**src/rtl/led_pattern_gen.sv**
```systemverilog
// led_pattern_gen: multi-channel LED/BNC driver with prescaled tick, OFF/ON/BLINK/COUNT modes.
// Define LED_PWM_EN to add per-channel PWM duty dimming; otherwise cfg_duty is ignored.
module led_pattern_gen #(
    parameter int N_CH     = 4,
    parameter int DIV      = 200_000_000,
    parameter int PWM_BITS = 8
) (
    input  logic                clk,
    input  logic                rst_in,
    input  logic                cfg_we,
    input  logic [3:0]          cfg_ch,
    input  logic [1:0]          cfg_mode,
    input  logic [PWM_BITS-1:0] cfg_duty,
    output logic                tick,
    output logic [N_CH-1:0]     leds,
    output logic [N_CH-1:0]     bnc
);
    localparam int PW = (DIV > 1) ? $clog2(DIV) : 1;
    localparam logic [PW-1:0] PRE_MAX = PW'(DIV - 1);
    localparam logic [1:0] MODE_OFF = 2'd0, MODE_ON = 2'd1, MODE_BLINK = 2'd2;

    logic [PW-1:0]   r_pre;
    logic            r_tick;
    logic [N_CH-1:0] r_tcnt, r_phase, r_leds, r_bnc;
    logic [1:0]      r_mode [N_CH];
    logic [N_CH-1:0] w_wr, w_raw, w_gate;

    always_ff @(posedge clk or posedge rst_in)
        if (rst_in) begin
            r_pre  <= '0;
            r_tick <= 1'b0;
            r_tcnt <= '0;
        end else begin
            r_pre  <= (r_pre == PRE_MAX) ? '0 : r_pre + 1'b1;
            r_tick <= r_pre == PRE_MAX;
            if (r_tick)
                r_tcnt <= r_tcnt + 1'b1;
        end

    // Out-of-range channel indices simply match no decode line.
    always_comb begin
        w_wr  = '0;
        w_raw = '0;
        for (int i = 0; i < N_CH; i++) begin
            w_wr[i]  = cfg_we && cfg_ch == 4'(i);
            w_raw[i] = (r_mode[i] == MODE_OFF)   ? 1'b0 :
                       (r_mode[i] == MODE_ON)    ? 1'b1 :
                       (r_mode[i] == MODE_BLINK) ? r_phase[i] : r_tcnt[i];
        end
    end

    // A write forces the blink phase high, taking priority over a same-cycle toggle.
    always_ff @(posedge clk or posedge rst_in)
        if (rst_in) begin
            for (int i = 0; i < N_CH; i++)
                r_mode[i] <= MODE_OFF;
            r_phase <= '0;
        end else
            for (int i = 0; i < N_CH; i++) begin
                if (w_wr[i])
                    r_mode[i] <= cfg_mode;
                r_phase[i] <= w_wr[i] | (r_phase[i] ^ r_tick);
            end

`ifdef LED_PWM_EN
    logic [PWM_BITS-1:0] r_pwm;
    logic [PWM_BITS-1:0] r_duty [N_CH];

    always_ff @(posedge clk or posedge rst_in)
        if (rst_in) begin
            r_pwm <= '0;
            for (int i = 0; i < N_CH; i++)
                r_duty[i] <= '1;
        end else begin
            r_pwm <= r_pwm + 1'b1;
            for (int i = 0; i < N_CH; i++)
                if (w_wr[i])
                    r_duty[i] <= cfg_duty;
        end

    always_comb begin
        w_gate = '0;
        for (int i = 0; i < N_CH; i++)
            w_gate[i] = (r_duty[i] == '0) ? 1'b0 : (&r_duty[i]) ? 1'b1 : (r_pwm < r_duty[i]);
    end
`else
    logic w_unused_duty;
    assign w_unused_duty = ^cfg_duty;
    assign w_gate        = '1;
`endif

    always_ff @(posedge clk or posedge rst_in)
        if (rst_in) begin
            r_leds <= '1;
            r_bnc  <= '1;
        end else begin
            r_leds <= ~(w_raw & w_gate);
            r_bnc  <= ~(w_raw & w_gate);
        end

    assign tick = r_tick;
    assign leds = r_leds;
    assign bnc  = r_bnc;
endmodule
```
**config.mk**
```make
export PLATFORM = sky130hd
export DESIGN_NAME = led_pattern_gen
export DESIGN_NICKNAME = d
export VERILOG_FILES = /design/src/rtl/led_pattern_gen.sv
export SDC_FILE = /design/constraint.sdc
export NUM_CORES = 1
export LEC_CHECK = 0
export CORE_MARGIN = 2
export CORE_UTILIZATION = 50
export DETAILED_ROUTE_END_ITERATION = 16
export PLACE_DENSITY = 0.75
export SETUP_SLACK_MARGIN = 0.05
export SLEW_MARGIN = 20
export SYNTH_ARGS = -nofsm -noshare
export SYNTH_HDL_FRONTEND = slang
export SYNTH_SLANG_ARGS = --single-unit
```
**constraint.sdc**
```tcl
create_clock -name clk -period 1.5 [get_ports clk]
set_input_delay 0.3 -clock clk [delete_from_list [all_inputs] [get_ports clk]]
set_output_delay 0.3 -clock clk [all_outputs]
set_load 0.005 [all_outputs]
```
### Word level (Yosys, flattened, before mapping)

Index checks and enable logic that the tools add are counted.

* add/sub/neg operators: 2
* equality and inequality tests: 12
* mux-type cells: 13
* bitwise gates (word level): 9
* reductions and logical operators: 9

Operators with widths (number)
* $add A28 B1 Y28 const B: 1
* $eq A28 B28 Y1 const B: 1
* $mux W28: 1
* $mux W1: 12
* $eq A2 B1 Y1 const B: 4
* $eq A2 B2 Y1 const B: 4
* $eq A4 B2 Y1 const B: 2
* $logic_not A2 Y1: 4
* $add A4 B1 Y4 const B: 1
* $eq A4 B1 Y1 const B: 1
* $logic_and A1 B1 Y1: 4
* $logic_not A4 Y1: 1
* $not A4 Y4: 1
* $or A1 B1 Y1: 4
* $xor A1 B1 Y1: 4

* register bits after elaboration: 49
* input bits: 17
* output and inout bits: 9
* logic and storage cells: 54

### Depth between registers and ports, before layout

Gate-level depths: netlist of run 1.

* depth in word-level cells: 5
* gate-level depth with buffers: 7

### Least setup slack after synthesis of run 1

Ideal clock, no wire load.

* path kind: register to register
* start: register r_pre[0]
* end: register r_pre[24]
* data arrival time: 1439 ps
* data required time: 1381 ps
* slack: -57 ps
* cell stages (with the launch flop): 7
* period minus slack after synthesis: 1557 ps
* cell sequence: dfrtp_1 > ha_1 > nand3_1 > nor4_4 > nand4_1 > xor2_1 > nor2_2

* cells in the longest elaborated chain, start to end: 2
* elaborated cells on any way between the ends: 3
* those cells by class: add/sub (1); eq/ne (1); mux (1)

RTL lines
* from (decl): line 22 `logic [PW-1:0] r_pre;`
* from (signal assigned): line 34 `r_pre <= (r_pre == PRE_MAX) ? '0 : r_pre + 1'b1;`
* $add A28 B1 Y28 / $eq A28 B28 Y1 (equally long branches): line 34
* $mux W28 *: line 34

Mark *: on every way between the ends. The rest lies on a longest branch, timed or not.
A chain may end at the register's enable or synchronous reset.

### Final worst setup path of run 1

* start: register r_pre[11]
* end: register r_pre[22]

Same word-level chain as after synthesis.

==> results of run 1 <==
## worst register-to-register path: stages, from the launching register on
cell and delay, ns:
dfrtp_2 0.46, nor4b_4 0.29, and3_4 0.23, and3_4 0.21, buf_12 0.12, nand2b_1 0.10
mux2i_1 0.06
## metal layers
| layer | routed length [µm] | GRT usage | vias to the layer above | share of wire |
|---|---|---|---|---|
| met4 | 61 | 0.0755 | 0 | 0.013 |
| met2 | 2460 | 0.320 | 42 | 0.52 |
| met3 | 191 | 0.0464 | 8 | 0.041 |
| met1 | 1980 | 0.253 | 846 | 0.42 |
| met5 | 0 | 0 | - | 0 |
| li1 | - | - | 826 | - |
## timing repair
| action | CTS | global route |
|---|---|---|
| hold endpoints to repair | 0 | 0 |
| resized for setup | 21 | 16 |
| pin swaps | 12 | 16 |
| buffers inserted | 6 | 8 |
| endpoints found under the setup margin | 27 | 24 |
| hold buffers | 0 | 0 |
## final cells by class
cell class,instances,area [µm²],share of cell area
sequential,49,1240,0.390
multi-input combinational,141,1130,0.357
timing repair buffer,69,622,0.196
clock inverter,2,17.5,0.00552
clock buffer,6,82.6,0.0260
inverter,3,15.0,0.00474
tap,52,65.1,0.0205
## how the worst min path moves through the flow
stage | startpoint | end | slack, ns | cells past startpoint
2_1_floorplan | rst_in | r_mode[0] | 0.33 | 1
3_3_place_gp | r_tcnt[3] | r_tcnt[3] | 0.47 | 1
3_5_place_dp | r_pre[25] | r_pre[25] | 0.48 | 1
4_1_cts | rst_in | r_mode[1] | 0.41 | 3
5_1_grt | rst_in | r_mode[0] | 0.42 | 3
6_report | rst_in | r_mode[4] | 0.39 | 3
## sequential cells by signal, indices dropped and copies added (netlist names)
name     count
r_tcnt       4
leds         4
r_mode       8
r_phase      4
tick         1
r_pre       28
## per-stage QoR
step | cell area [µm²] | instances | TNS, ns | utilization
after global routing | 3170 | 322 | -2.61 | 0.723
after CTS | 3050 | 315 | -0.279 | 0.695
after floorplan | 2320 | 200 | 0 | -
after detailed placement | 2830 | 301 | -1.53 | 0.644
after global placement | 2830 | 301 | -1.18 | 0.644
final | 3170 | 322 | -0.835 | 0.723
## layout by cell type, fill, tap and decap left out, types with 4 or more instances in the layout
master	Yosys	final
nand2_1	19	18
buf_6	0	6
o21ai_0	4	4
buf_12	0	4
buf_4	6	42
nor4_4	2	4
dfrtp_1	45	41
nand4_1	8	8
clkdlybuf4s50_1	0	8
xnor2_1	12	12
nor2_2	2	4
nand3_1	11	10
nor2_1	15	13
mux2_2	8	8
xor2_1	15	13
dfrtp_2	0	4
clkbuf_8	0	6
dfstp_2	4	4
dlygate4sd2_1	0	9
## kinds of logic after synthesis
family / share of synthesized area
AND/OR/NAND/NOR: 0.237
flip-flops: 0.537
adder cells (fa/ha/maj): 0.0109
buffers and inverters: 0.0262
multiplexers: 0.0480
AO/OA/AOI/OAI: 0.0371
XOR/XNOR: 0.103
## power by group through the flow
stage               Clock, mW  Combinational [mW]  Sequential (mW)
global route            0.908               0.316             1.49
finish                  0.844               0.278             1.48
CTS                     0.856               0.285             1.49
detailed placement          0               0.336             1.52
floorplan                   0               0.174             1.51
global placement            0               0.326             1.51
==> results.ini, run 1 <==
[timing]
max_freq_ghz=0.634
min_period_over_period=1.05
tightest_slew_ns=0.328
relSlewSlack=0.780
layout_setup_ws_ns=-0.0777
finalSetupViolations=16
rsz0062_at_grt=true
drv_slew=0
clock_skew_ns=0.0154
period_minus_slack_ns=1.58
whs_ns=0.390
final-hold-violation-count=0

[global_route]
grt_max_degree=50
gr-total-overflow=0
grt_pass1_vias=1711
grt_pass1_wl_um=7720
antenna_found_initial=0
grt_util_all_layers=0.196

[clock_tree]
cts_made_buffers=5
htreeDepth=2
clk_latency_ns=0.31
cts.path.max_buffers=2
clkTransAtPathRegs_ns=0.10
cts-root-buf=clkbuf_8
cts.sinks=49
tritoncts=built

[die]
die_x_um=71.7
die-area_um2=5140
start_util=0.523
core_area_um2=4380
top_level_ports=26
num_rows=24
die_y_um=71.7

[placed_design]
pre_cts_slack_ns=-0.192
port_buffers=17
place.gp.congestion=0.817
dp_hpwl_um=3020

[route]
detail-route-antenna-nets=0
initialDrtViolationCount=85
wire_per_inst_um=14.6
num_vias=1722
drtPass1Iterations=4
routed_wl_um=4700
remaining_drc_errors=0
via_per_inst=5.35

[setup_path]
startpoint_type=flop
crit_family=simple AND/OR/NAND/NOR gates
r2r_slack_ns=-0.08
reg2reg_from=r_pre[11]
r2r-end=r_pre[22]
startpoint=r_pre[11]
crit_chain=nor4b_4 > and3_4 > and3_4 > buf_12 > nand2b_1 > mux2i_1
slowest_stage=dfrtp_2
cp_max_fo=9
reg2regPathDepth=6
endpoint=r_pre[22]
path_common_cell=and3_4
critPathMaxStageDelay_ns=0.46
crit_type=flop to flop
crit_buf_inv=1
crit_arrival_ns=1.76
worstSetupPathDepth=6
end_kind=flop
worstPathRequired_ns=1.69

[yosys]
yosysTopAreaCell=dfrtp_1
synth_ff_type=dfrtp_1
yosysSeqAreaShare=0.537
synth.most_common_cell=dfrtp_1
ys_warn_count=0
syn-instance-count=200
synth_area_leaders=dfrtp_1, xor2_1, dfstp_2
netlist_top_cells_count=dfrtp_1, nand2_1, nor2_1, xor2_1, xnor2_1
synth_async_sr_flop_share=1.00
synth_edf_count=0
synthDistinctLibCells=40
avgSynthCellArea_um2=11.5
synth_nets=219
yosys_register_bits=49
synth_top_area_share=0.491
syn_area_um2=2290

[power]
internal_power_mw=1.99
p_seq_frac=0.570
irDropWorstVdd_uv=568
finalPower_mw=2.61
p_clk_frac=0.324
p_leak_nw=1.50
powerDensity_nw_per_um2=822
p_sw_mw=0.619
p_comb_frac=0.107
sw_frac_of_total=0.237

[status]
violations=setup timing
status=complete, but fails checks

[worst_hold_path]
min_path_type=input pin to async pin

[layout]
fin_nets=288
syn_to_final_growth_pct=38.3
nFillCells=287
n_antenna_cell=0
drive_gt1_frac=0.393

[job]
maxCapViolCount=0

Note: power is estimated with default switching activity, not from simulation.
==> run 2: changes to the inputs <==
- PLACE_DENSITY: 0.75 -> default
- PLACE_DENSITY_LB_ADDON: default -> 0.08
==> results.ini, run 2 (synthesis results as in run 1) <==
[clock_tree]
cts.path.max_buffers=2  ; unchanged
clkTransAtPathRegs_ns=0.09  ; about the same
clk_latency_ns=0.30  ; about the same
cts.sinks=49  ; unchanged
cts-root-buf=clkbuf_8
cts_made_buffers=5  ; unchanged
tritoncts=built
htreeDepth=2  ; unchanged
hold_buffers=0  ; unchanged

[status]
status=complete, but fails checks
violations=setup timing

[route]
initialDrtViolationCount=98  ; +15%
drtPass1Iterations=4  ; unchanged
remaining_drc_errors=0  ; unchanged
num_vias=1812  ; +5.2%
wire_per_inst_um=17.4  ; +19%
via_per_inst=5.52  ; +3.3%
detail-route-antenna-nets=0  ; unchanged
routed_wl_um=5710  ; +22%

[power]
finalPower_mw=2.54  ; -2.3%
p_leak_nw=1.56  ; +4.0%
powerDensity_nw_per_um2=785  ; -4.4%
irDropWorstVdd_uv=388  ; -32%

[timing]
period_minus_slack_ns=1.63  ; +0.0522 ns
layout_setup_ws_ns=-0.130  ; -0.0522 ns
rsz0062_at_grt=true
min_period_over_period=1.09  ; +0.0348
max_freq_ghz=0.614  ; -3.2%
tightest_slew_ns=0.385  ; +0.0575 ns
clock_skew_ns=0.00391  ; -0.0115 ns
relSlewSlack=0.741  ; -0.0386
final-hold-violation-count=0  ; unchanged
drv_slew=0  ; unchanged
finalSetupViolations=19  ; +3

[layout]
drive_gt1_frac=0.431  ; +0.0386
largest_reg_flops=28  ; unchanged
final_common_cell=buf_4
final_cell_mix=buf_4, dfrtp_1, nand2_1
n_antenna_cell=0  ; unchanged
top_regs=r_pre (28), r_mode (8)
finish.instance_area_um2=3240  ; +2.2%
top_register=r_pre
fin_cells=328  ; +1.9%
fin_nets=294  ; +2.1%
nFillCells=295  ; +2.8%
syn_to_final_growth_pct=41.3

[setup_path]
slowest_stage=dfrtp_1
startpoint_type=flop
crit_family=simple AND/OR/NAND/NOR gates
crit_type=flop to flop
worstPathRequired_ns=1.69  ; about the same
worstSetupPathDepth=6  ; unchanged
crit_arrival_ns=1.82  ; +0.06 ns
critPathMaxStageDelay_ns=0.42  ; -0.04 ns
end_kind=flop
crit_chain=nor4b_2 > and3_1 > and3_4 > buf_6 > nand3b_1 > o21ai_1
cp_max_fo=7  ; -2
reg2regPathDepth=6  ; unchanged
crit_buf_inv=1  ; unchanged

[die]
top_level_ports=26  ; unchanged
num_rows=24  ; unchanged
die-area_um2=5140  ; unchanged
start_util=0.523  ; unchanged
die_y_um=71.7  ; unchanged
core_area_um2=4380  ; unchanged
die_x_um=71.7  ; unchanged

[placed_design]
port_buffers=17  ; unchanged
dp_hpwl_um=3650  ; +21%
place.gp.congestion=0.835  ; +2.3%
placed_cells=305  ; +1.3%
pre_cts_slack_ns=-0.277  ; -0.0851 ns
post_dp_cell_area_um2=2840  ; +0.62%

[job]
maxCapViolCount=0  ; unchanged

[worst_hold_path]
min_path_type=input pin to async pin

[global_route]
antenna_found_initial=0  ; unchanged
gr-total-overflow=0  ; unchanged
grt_util_all_layers=0.225  ; +0.0298
grt_pass1_wl_um=8810  ; +14%
grt_max_degree=25  ; -50%
grt_pass1_vias=1885  ; +10%

==> run 2: cell types whose count changed in the layout (fill, tap and decap cells not counted), moves of 3 or more <==
cell / delta
buf_6: +7
nand3_1: -4
buf_12: -3
nand2_1: -3
nand3_2: +3
==> run 2: final cells by class <==
class / instances / area (µm²) / area share
sequential: 49 / 1240 / 0.382
multi-input combinational: 141 / 1180 / 0.364
timing repair buffer: 75 / 656 / 0.202
clock buffer: 6 / 72.6 / 0.0224
tap: 52 / 65.1 / 0.0201
clock inverter: 2 / 15.0 / 0.00463
inverter: 3 / 15.0 / 0.00463
==> run 2: per-stage QoR <==
step | TNS (ns) | hold WS (ns) | utilization
floorplan | 0 | 0.335 | -
global placement | -1.96 | 0.456 | 0.648
detailed placement | -2.00 | 0.481 | 0.648
CTS | -0.270 | 0.293 | 0.709
global route | -2.34 | 0.327 | 0.739
finish | -1.16 | 0.291 | 0.739
==> run 2: per-layer routing <==
layer	track usage	part of all wire	vias to the layer above
met5	0	0	-
met1	0.263	0.40	920
met3	0.0520	0.037	8
met4	0.0671	0.013	0
li1	-	-	837
met2	0.412	0.55	47
==> run 2: final timing paths <==
path / from / endpoint / slack (ns)
max: r_pre[20] / r_pre[23] / -0.13
min: rst_in / r_phase[3] / 0.29
max reg2reg: r_pre[20] / r_pre[23] / -0.13
min reg2reg: r_tcnt[2] / leds[2] / 0.49
max in group asynchronous: rst_in / r_pre[8] / 0.79
min in group clk: r_tcnt[2] / leds[2] / 0.49
==> run 2: what timing repair did <==
item                       4_1_cts  5_1_grt
setup buffers                   11        5
pin swaps                       19       20
gates resized for setup         31       25
setup endpoints to repair       29       25
==> run 2: power breakdown <==
part | switching [mW] | internal, mW | total, mW
Sequential | 0.0554 | 1.43 | 1.49
Combinational | 0.109 | 0.173 | 0.283
Clock | 0.444 | 0.329 | 0.773
